--- config.mk ---
export PLATFORM = sky130hd
export DESIGN_NAME = uart_transmitter_flat
export DESIGN_NICKNAME = d
export VERILOG_FILES = /design/src/rtl/uart_tx_if.sv /design/src/rtl/uart_transmitter.sv /design/src/flat_wrapper.sv
export SDC_FILE = /design/constraint.sdc
export NUM_CORES = 1
export LEC_CHECK = 0
export CAP_MARGIN = 20
export CORE_ASPECT_RATIO = 1.1
export CORE_MARGIN = 8
export CORE_UTILIZATION = 44
export DETAILED_ROUTE_END_ITERATION = 16
export DONT_BUFFER_PORTS = 1
export GPL_ROUTABILITY_DRIVEN = 1
export GPL_TIMING_DRIVEN = 0
export HOLD_SLACK_MARGIN = 0.15
export SLEW_MARGIN = 0
export SYNTH_ARGS = -nofsm -noshare
export SYNTH_HDL_FRONTEND = slang
export SYNTH_SLANG_ARGS = --single-unit
--- constraint.sdc ---
create_clock -name clk -period 1.9 [get_ports clk]
set_input_delay 0.285 -clock clk [delete_from_list [all_inputs] [get_ports clk]]
set_output_delay 0.285 -clock clk [all_outputs]
set_load 0.02 [all_outputs]
--- src/rtl/uart_tx_if.sv ---
// Byte-in / serial-out bundle for uart_transmitter: producer handshake plus the TX line.
interface uart_tx_if;
  logic [7:0] data_in;
  logic       data_in_valid;
  logic       data_in_ready;
  logic       serial_out;

  modport master (
    output data_in,
    output data_in_valid,
    input  data_in_ready,
    input  serial_out
  );

  modport slave (
    input  data_in,
    input  data_in_valid,
    output data_in_ready,
    output serial_out
  );
endinterface

--- src/rtl/uart_transmitter.sv ---
// 8N1 UART transmitter, LSB first, one byte per valid/ready handshake.
// Define UART_TX_PARITY_EN to insert an even-parity bit after D7 (8E1, 11-bit frame).
module uart_transmitter #(
  parameter int CLOCK_FREQ = 100_000_000,
  parameter int BAUD_RATE  = 115_200
) (
  input  logic     clk,
  input  logic     rst,
  uart_tx_if.slave tx
);

  localparam int SYMBOL_EDGE_TIME = CLOCK_FREQ / BAUD_RATE;
  localparam int BAUD_W = (SYMBOL_EDGE_TIME > 1) ? $clog2(SYMBOL_EDGE_TIME) : 1;
  localparam logic [BAUD_W-1:0] BAUD_LAST = BAUD_W'(SYMBOL_EDGE_TIME - 1);

  localparam logic [2:0] IDLE   = 3'd0;
  localparam logic [2:0] START  = 3'd1;
  localparam logic [2:0] DATA   = 3'd2;
  localparam logic [2:0] STOP   = 3'd3;
`ifdef UART_TX_PARITY_EN
  localparam logic [2:0] PARITY = 3'd4;
`endif

  logic [2:0]        state_q, state_d;
  logic [BAUD_W-1:0] baud_q, baud_d;
  logic [2:0]        bit_q, bit_d;
  logic [7:0]        shreg_q, shreg_d;
  logic              tx_q, tx_d;
`ifdef UART_TX_PARITY_EN
  logic              parity_q, parity_d;
`endif
  logic              accept;
  logic              bit_end;

  // Ready is held low combinationally during reset so nothing is accepted then.
  assign tx.data_in_ready = (state_q == IDLE) && !rst;
  assign tx.serial_out    = tx_q;
  assign accept           = tx.data_in_valid && tx.data_in_ready;
  assign bit_end          = (baud_q == BAUD_LAST);

  always_comb begin
    state_d  = state_q;
    baud_d   = bit_end ? '0 : baud_q + BAUD_W'(1);
    bit_d    = bit_q;
    shreg_d  = shreg_q;
    tx_d     = tx_q;
`ifdef UART_TX_PARITY_EN
    parity_d = parity_q;
`endif
    case (state_q)
      IDLE: begin
        baud_d = '0;
        tx_d   = 1'b1;
        if (accept) begin
          state_d  = START;
          shreg_d  = tx.data_in;
          bit_d    = '0;
          tx_d     = 1'b0;
`ifdef UART_TX_PARITY_EN
          parity_d = ^tx.data_in;
`endif
        end
      end
      START: begin
        if (bit_end) begin
          state_d = DATA;
          tx_d    = shreg_q[0];
          shreg_d = {1'b0, shreg_q[7:1]};
        end
      end
      DATA: begin
        // The shift register always holds the next bit to send in position 0.
        if (bit_end) begin
          if (bit_q == 3'd7) begin
            bit_d   = '0;
`ifdef UART_TX_PARITY_EN
            state_d = PARITY;
            tx_d    = parity_q;
`else
            state_d = STOP;
            tx_d    = 1'b1;
`endif
          end else begin
            bit_d   = bit_q + 3'd1;
            tx_d    = shreg_q[0];
            shreg_d = {1'b0, shreg_q[7:1]};
          end
        end
      end
`ifdef UART_TX_PARITY_EN
      PARITY: begin
        if (bit_end) begin
          state_d = STOP;
          tx_d    = 1'b1;
        end
      end
`endif
      STOP: begin
        if (bit_end) begin
          state_d = IDLE;
          tx_d    = 1'b1;
        end
      end
      default: begin
        state_d = IDLE;
        tx_d    = 1'b1;
      end
    endcase
  end

  always_ff @(posedge clk) begin
    if (rst) begin
      state_q  <= IDLE;
      baud_q   <= '0;
      bit_q    <= '0;
      shreg_q  <= '0;
      tx_q     <= 1'b1;
`ifdef UART_TX_PARITY_EN
      parity_q <= 1'b0;
`endif
    end else begin
      state_q  <= state_d;
      baud_q   <= baud_d;
      bit_q    <= bit_d;
      shreg_q  <= shreg_d;
      tx_q     <= tx_d;
`ifdef UART_TX_PARITY_EN
      parity_q <= parity_d;
`endif
    end
  end

endmodule

--- src/flat_wrapper.sv ---
// flat-port wrapper written by rule: the top's interface ports become plain ports
module uart_transmitter_flat 
#(
  parameter int CLOCK_FREQ = 100_000_000,
  parameter int BAUD_RATE  = 115_200
)
  (clk, rst, tx_data_in, tx_data_in_valid, tx_data_in_ready, tx_serial_out);
  uart_tx_if tx_i ();
  input  logic clk;
  input  logic rst;
  input wire logic [$bits(tx_i.data_in)-1:0] tx_data_in;
  input wire logic [$bits(tx_i.data_in_valid)-1:0] tx_data_in_valid;
  output wire logic [$bits(tx_i.data_in_ready)-1:0] tx_data_in_ready;
  output wire logic [$bits(tx_i.serial_out)-1:0] tx_serial_out;
  assign tx_i.data_in = tx_data_in;
  assign tx_i.data_in_valid = tx_data_in_valid;
  assign tx_data_in_ready = tx_i.data_in_ready;
  assign tx_serial_out = tx_i.serial_out;
  uart_transmitter #(.CLOCK_FREQ(CLOCK_FREQ), .BAUD_RATE(BAUD_RATE)) u_core (.clk(clk), .rst(rst), .tx(tx_i));
endmodule
==> results of run 1 <==
[layer usage]
metal  routed length, um  global-route usage [%]
met1                1130                    14.3
met2                1250                    18.2
met3                  75                    2.16
met4                  10                    3.95
met5                   0                       0
[registers in the layout, summed over array words and instances, names as in the netlist]
register	cells
u_core.tx.serial_out	1
u_core.baud_q	10
u_core.shreg_q	8
u_core.bit_q	3
u_core.state_q	2
[power by group]
part           total [mW]  internal, mW  switching, mW
combinational       0.958         0.447          0.511
sequential          0.702         0.620         0.0825
clock               0.368         0.213          0.155
[cells in the final DEF, fill, tap and decap left out, types with 2 or more instances in the layout]
cell type and instances:
nor2b_1 2, or2_2 2, inv_1 4, nand3_1 4, dfxtp_1 24, o21ai_0 4
a21oi_1 12, clkbuf_1 2, a31oi_1 2, nand2b_1 2, xor2_1 2, a311oi_1 6
xnor2_1 6, nand2_1 6, ha_1 5, nor3_1 6, buf_4 3, nor2_1 14
mux2i_1 7, clkbuf_4 3, ha_2 2, buf_2 2
[critical path, stage by stage, from the launching register on]
cell and delay [ps]:
dfxtp_1 360, inv_1 110, ha_2 270, inv_1 90
mux2_2 310, or4b_1 510, a21oi_1 140
[final timing paths]
| path | start | end | slack (ps) | cells past startpoint |
|---|---|---|---|---|
| worst min register to register | u_core.baud_q[0] | u_core.baud_q[0] | 490 | 1 |
| worst min-delay path | tx_data_in[4] | u_core.shreg_q[4] | 210 | 2 |
| worst max register to register | u_core.state_q[0] | u_core.bit_q[1] | 40 | 6 |
| worst max-delay path | u_core.state_q[0] | u_core.bit_q[1] | 40 | 6 |
[per-stage QoR]
stage / instances / util, % / TNS [ps] / worst slack [ps]
3_5_place_dp: 169 / 47.7 / -938 / -235
4_1_cts: 174 / 50.3 / 0 / 44.1
3_3_place_gp: 169 / 47.7 / -717 / -202
5_1_grt: 176 / 50.9 / -165 / -66.0
6_report: 176 / 50.9 / 0 / 44.0
2_1_floorplan: 136 / - / 0 / 47.3
[repair_timing]
item                                   in CTS  in global routing
buffers inserted                            1                  2
pin swaps                                   1                  1
endpoints found under the hold margin       1                  0
hold buffers                                1                  0
resized for setup                           3                  1
gates cloned                                0                  0
setup endpoints to repair                  11                  5
[final cells by class]
| cell class | instances | area [um2] |
|---|---|---|
| inverter | 4 | 15.0 |
| buffer | 5 | 28.8 |
| tap | 33 | 41.3 |
| sequential | 24 | 480 |
| fill | 278 | 1350 |
| timing repair buffer | 4 | 32.5 |
| clock inverter | 1 | 30.0 |
| clock buffer | 3 | 22.5 |
| multi-input combinational | 102 | 749 |
[logic make-up (layout without fill, tap and decap cells)]
kind of cell | Yosys count | in the layout | share of synthesized area [%]
DFF | 24 | 24 | 37.8
xor gates and xnor gates | 8 | 8 | 5.51
and+or+nand+nor | 46 | 46 | 19.3
adders and majority gates | 7 | 7 | 6.89
AOI/OAI and AO/OA | 33 | 33 | 20.5
muxes | 8 | 8 | 6.40
buffers and inverters | 10 | 17 | 3.64
==> reports/metrics.cfg, run 1 <==
[synthesis]
yosys.area.top_type_share_pct = 37.8
synthesis.nets = 154
synth_ff_type = dfxtp_1
ys_async_sr_fraction_pct = 0
avgSynthCellArea_um2 = 9.35
syn_inst = 136
synth_top_cell_by_area = dfxtp_1
synth-seq-cells = 24
synth-seq-area-share_pct = 37.8
synthTopCellsByArea = dfxtp_1 38%, ha_1 6.9%, mux2i_1 5.5%
syn_area_mm2 = 0.00127
synth_cell_types = 41
synth_edf_count = 0
ys_warn_count = 0
yosys-top-cells-count = 24 x dfxtp_1, 14 x nor2_1, 12 x a21oi_1
synth.most_common_cell = dfxtp_1

[sta]
hold_viol = 0
drv_slew = 0
timing.final.crit_share_pct = 97.7
rsz0062_at_grt = true
fin_worst_skew_ps = 1.54
worst_slew_pin_slew_ps = 487
worst_hold_slack_ps = 209
slew_headroom_pct = 67.6
maxClockFrequency_mhz = 539
setup_viol = 0
min_period_ps = 1860

[floorplanning]
die_area_mm2 = 0.00487
die_x_um = 67.3
start_util_pct = 46.2
core_mm2 = 0.00275
io-pin-count = 13
chipHeight_um = 72.4
rows = 20

[min_path]
hp-class = in2reg

[route]
first_iter_violations = 37
drt_wl_total_um = 2460
vias_per_cell = 5.52
drcViolationCount = 0
firstDrtPassIters = 4
vias = 971
wl_per_cell_um = 14.0
ant_nets = 0

[grt]
antenna_found_initial = 0
grt_pass1_wl_um = 4330
grt_max_degree = 15
grt_util_all_layers_pct = 11.2
grt_remaining_overflow = 0
grt_pass1_vias = 934

[cells_and_area]
nNetsFinal = 162
n_antenna_cell = 0
stdcell_area_mm2 = 0.00140
syn2layout_area_growth_pct = 10.1
drive_above_1_share_pct = 14.7

[clock_network]
path_clk_slew_ps = 130
clock_sinks = 24
h-tree-depth = 1
cts_buffers = 3
clockRootBuffer = clkbuf_4
cts_tree = yes
cts_buffer_depth = 2
clk_latency_ps = 310

[power_and_ir_drop]
power_mw = 2.03
power_leakage_nw = 0.473
vdd_drop_max_uv = 804
p_per_area_mw_per_mm2 = 1450

[worst_setup_path]
required_ps = 2150
criticalPathCategory = reg2reg
arrival_ps = 2110
start_kind = register
crit_fanout = 7
end_kind = register

[placed_design]
port_buffers = 0
gp_congestion = 0.864
placed_cell_area_mm2 = 0.00131
hpwl_um = 1890

[flow_run]
maxCapViolCount = 0

[run_status]
status = completed

(Power assumes the default switching activity.)
==> run 2: changes to the inputs <==
--- a/config.mk
+++ b/config.mk
@@ -14,6 +14,7 @@
 export GPL_ROUTABILITY_DRIVEN = 1
 export GPL_TIMING_DRIVEN = 0
 export HOLD_SLACK_MARGIN = 0.15
+export SKIP_LAST_GASP = 1
 export SLEW_MARGIN = 0
 export SYNTH_ARGS = -nofsm -noshare
 export SYNTH_HDL_FRONTEND = slang
==> results of run 2 <==
Final layout, timing and power as in run 1 (identical DEF).
Among the figures that moved: number of gates resized after CTS 3 -> 2
==> run 3: changes to the inputs <==
--- a/config.mk
+++ b/config.mk
@@ -13,7 +13,8 @@
 export DONT_BUFFER_PORTS = 1
 export GPL_ROUTABILITY_DRIVEN = 1
 export GPL_TIMING_DRIVEN = 0
-export HOLD_SLACK_MARGIN = 0.15
+export HOLD_SLACK_MARGIN = 0.1
+export PLACE_DENSITY = 0.6
 export SKIP_LAST_GASP = 1
 export SLEW_MARGIN = 0
 export SYNTH_ARGS = -nofsm -noshare
==> run 3 against run 2 <==
Non-clock buffer count fell by 1. Via count down 0.41%. Clock skew hardly changed. Critical path depth did not move. Sequential power about the same. Final cell count fell by 0.57%. Flip-flop and latch count did not move. Die area is the same. Hold slack worse by 95 ps. Final area down 0.71%. Clock-buffer cell count did not move. Critical endpoint unchanged. Largest cell class unchanged.
==> reports/metrics.cfg, run 3 (synthesis results as in run 1) <==
[run_status]
status = completed

[floorplanning]
io-pin-count = 13
rows = 20
chipHeight_um = 72.4
die_x_um = 67.3
core_mm2 = 0.00275
die_area_mm2 = 0.00487
start_util_pct = 46.2

[worst_setup_path]
crit_path_top_delay_cell = or4b_1
reg2reg_depth = 6
critPathTopFamily = simple AND/OR/NAND/NOR gates
r2r_start = u_core.state_q[0]
max_stage_delay_ps = 510
crit_fanout = 7
path_depth = 6
start_kind = register
end_kind = register
r2r-end = u_core.bit_q[1]
arrival_ps = 2110
path_buf_inv = 2
criticalPathCategory = reg2reg
ff2ff_setup_slack_ps = 40
crit_end = u_core.bit_q[1]
path_common_cell = inv_1
worstPathCellList = inv_1 > ha_2 > inv_1 > mux2_2 > or4b_1 > a21oi_1
critPathLaunch = u_core.state_q[0]
required_ps = 2150

[route]
vias = 967
firstDrtPassIters = 4
drcViolationCount = 0
wl_per_cell_um = 14.1
drt_wl_total_um = 2470
ant_nets = 0
vias_per_cell = 5.53
first_iter_violations = 39

[clock_network]
path_clk_slew_ps = 130
h-tree-depth = 1
cts_buffer_depth = 2
cts_tree = yes
clk_latency_ps = 310
cts_buffers = 3
clock_sinks = 24
clockRootBuffer = clkbuf_4
ctsHoldBuffers = 0

[grt]
grt_remaining_overflow = 0
grt_pass1_wl_um = 4330
antenna_found_initial = 0
grt_pass1_vias = 934
grt_util_all_layers_pct = 11.2
grt_max_degree = 15

[cells_and_area]
top_regs = u_core.baud_q x10, u_core.shreg_q x8, u_core.bit_q x3
fin_cells = 175
most-common-layout-cells = 24 x dfxtp_1, 14 x nor2_1, 12 x a21oi_1
largest_reg_flops = 10
n_antenna_cell = 0
nFillCells = 279
drive_above_1_share_pct = 14.8
max_flop_register = u_core.baud_q
final_common_cell = dfxtp_1
syn2layout_area_growth_pct = 9.35
nNetsFinal = 161
utilization_pct = 50.5

[sta]
rsz0062_at_grt = true
worst_slew_pin_slew_ps = 486
min_period_ps = 1860
slew_headroom_pct = 67.6
drv_slew = 0
fin_worst_skew_ps = 1.32
timing.final.crit_share_pct = 97.7
maxClockFrequency_mhz = 538
setup_viol = 0
hold_viol = 0

[power_and_ir_drop]
vdd_drop_max_uv = 804
power_leakage_nw = 0.469
p_per_area_mw_per_mm2 = 1460
power_mw = 2.03

[placed_design]
gp_congestion = 0.864
placed_cells = 169
port_buffers = 0
hpwl_um = 1890

[flow_run]
maxCapViolCount = 0

[min_path]
hp-start = tx_data_in[7]
hp-class = in2reg

==> run 3: metrics by stage <==
step	hold slack (ps)	cell area, um2	setup WS (ps)	TNS [ps]
floorplan	430	1270	47.3	0
global placement	443	1310	-202	-717
detailed placement	443	1310	-235	-938
CTS	100	1370	-30.2	-30.2
global route	106	1390	-66.0	-165
finish	114	1390	43.0	0
==> run 3: area by class of cell <==
class	count	area, um2	area share [%]
Multi-Input combinational cell	102	749	53.9
Sequential cell	24	480	34.6
Tap cell	33	41.3	2.97
Clock inverter	1	30.0	2.16
Buffer	5	28.8	2.07
Clock buffer	3	22.5	1.62
Timing Repair Buffer	3	22.5	1.62
Inverter	4	15.0	1.08
==> run 3: worst register-to-register path, stage by stage, from the launching register on <==
cell and delay (ps):
dfxtp_1 360, inv_1 110, ha_2 270, inv_1 100
mux2_2 310, or4b_1 510, a21oi_1 140
==> run 3: per-layer routing <==
layer | vias up | GRT usage (%) | wire (um) | share of wire [%]
met5 | - | 0 | 0 | 0
met4 | 0 | 3.95 | 10 | 0.40
met3 | 2 | 2.16 | 93 | 3.8
met2 | 11 | 18.2 | 1250 | 51
met1 | 445 | 14.3 | 1120 | 45
li1 | 509 | - | - | -
==> run 3: power breakdown <==
| group | leakage, nW | total, mW | switching [mW] | internal (mW) |
|---|---|---|---|---|
| Sequential | 0.196 | 0.702 | 0.0823 | 0.620 |
| Combinational | 0.245 | 0.958 | 0.512 | 0.446 |
| Clock | 0.0279 | 0.368 | 0.155 | 0.213 |
==> run 3: worst min path at each step <==
stage | slack (ps) | depth (start not counted) | end
after floorplan | 430 | 1 | u_core.baud_q[0]
after global placement | 440 | 1 | u_core.shreg_q[7]
after detailed placement | 440 | 1 | u_core.shreg_q[7]
after CTS | 100 | 1 | u_core.shreg_q[7]
after global routing | 110 | 1 | u_core.shreg_q[7]
final | 110 | 1 | u_core.shreg_q[7]
==> run 3: timing repair <==
item | CTS | global route
gates resized for setup | 2 | 2
endpoints found under the setup margin | 11 | 6
pin swaps | 1 | 1
buffers inserted | 1 | 2
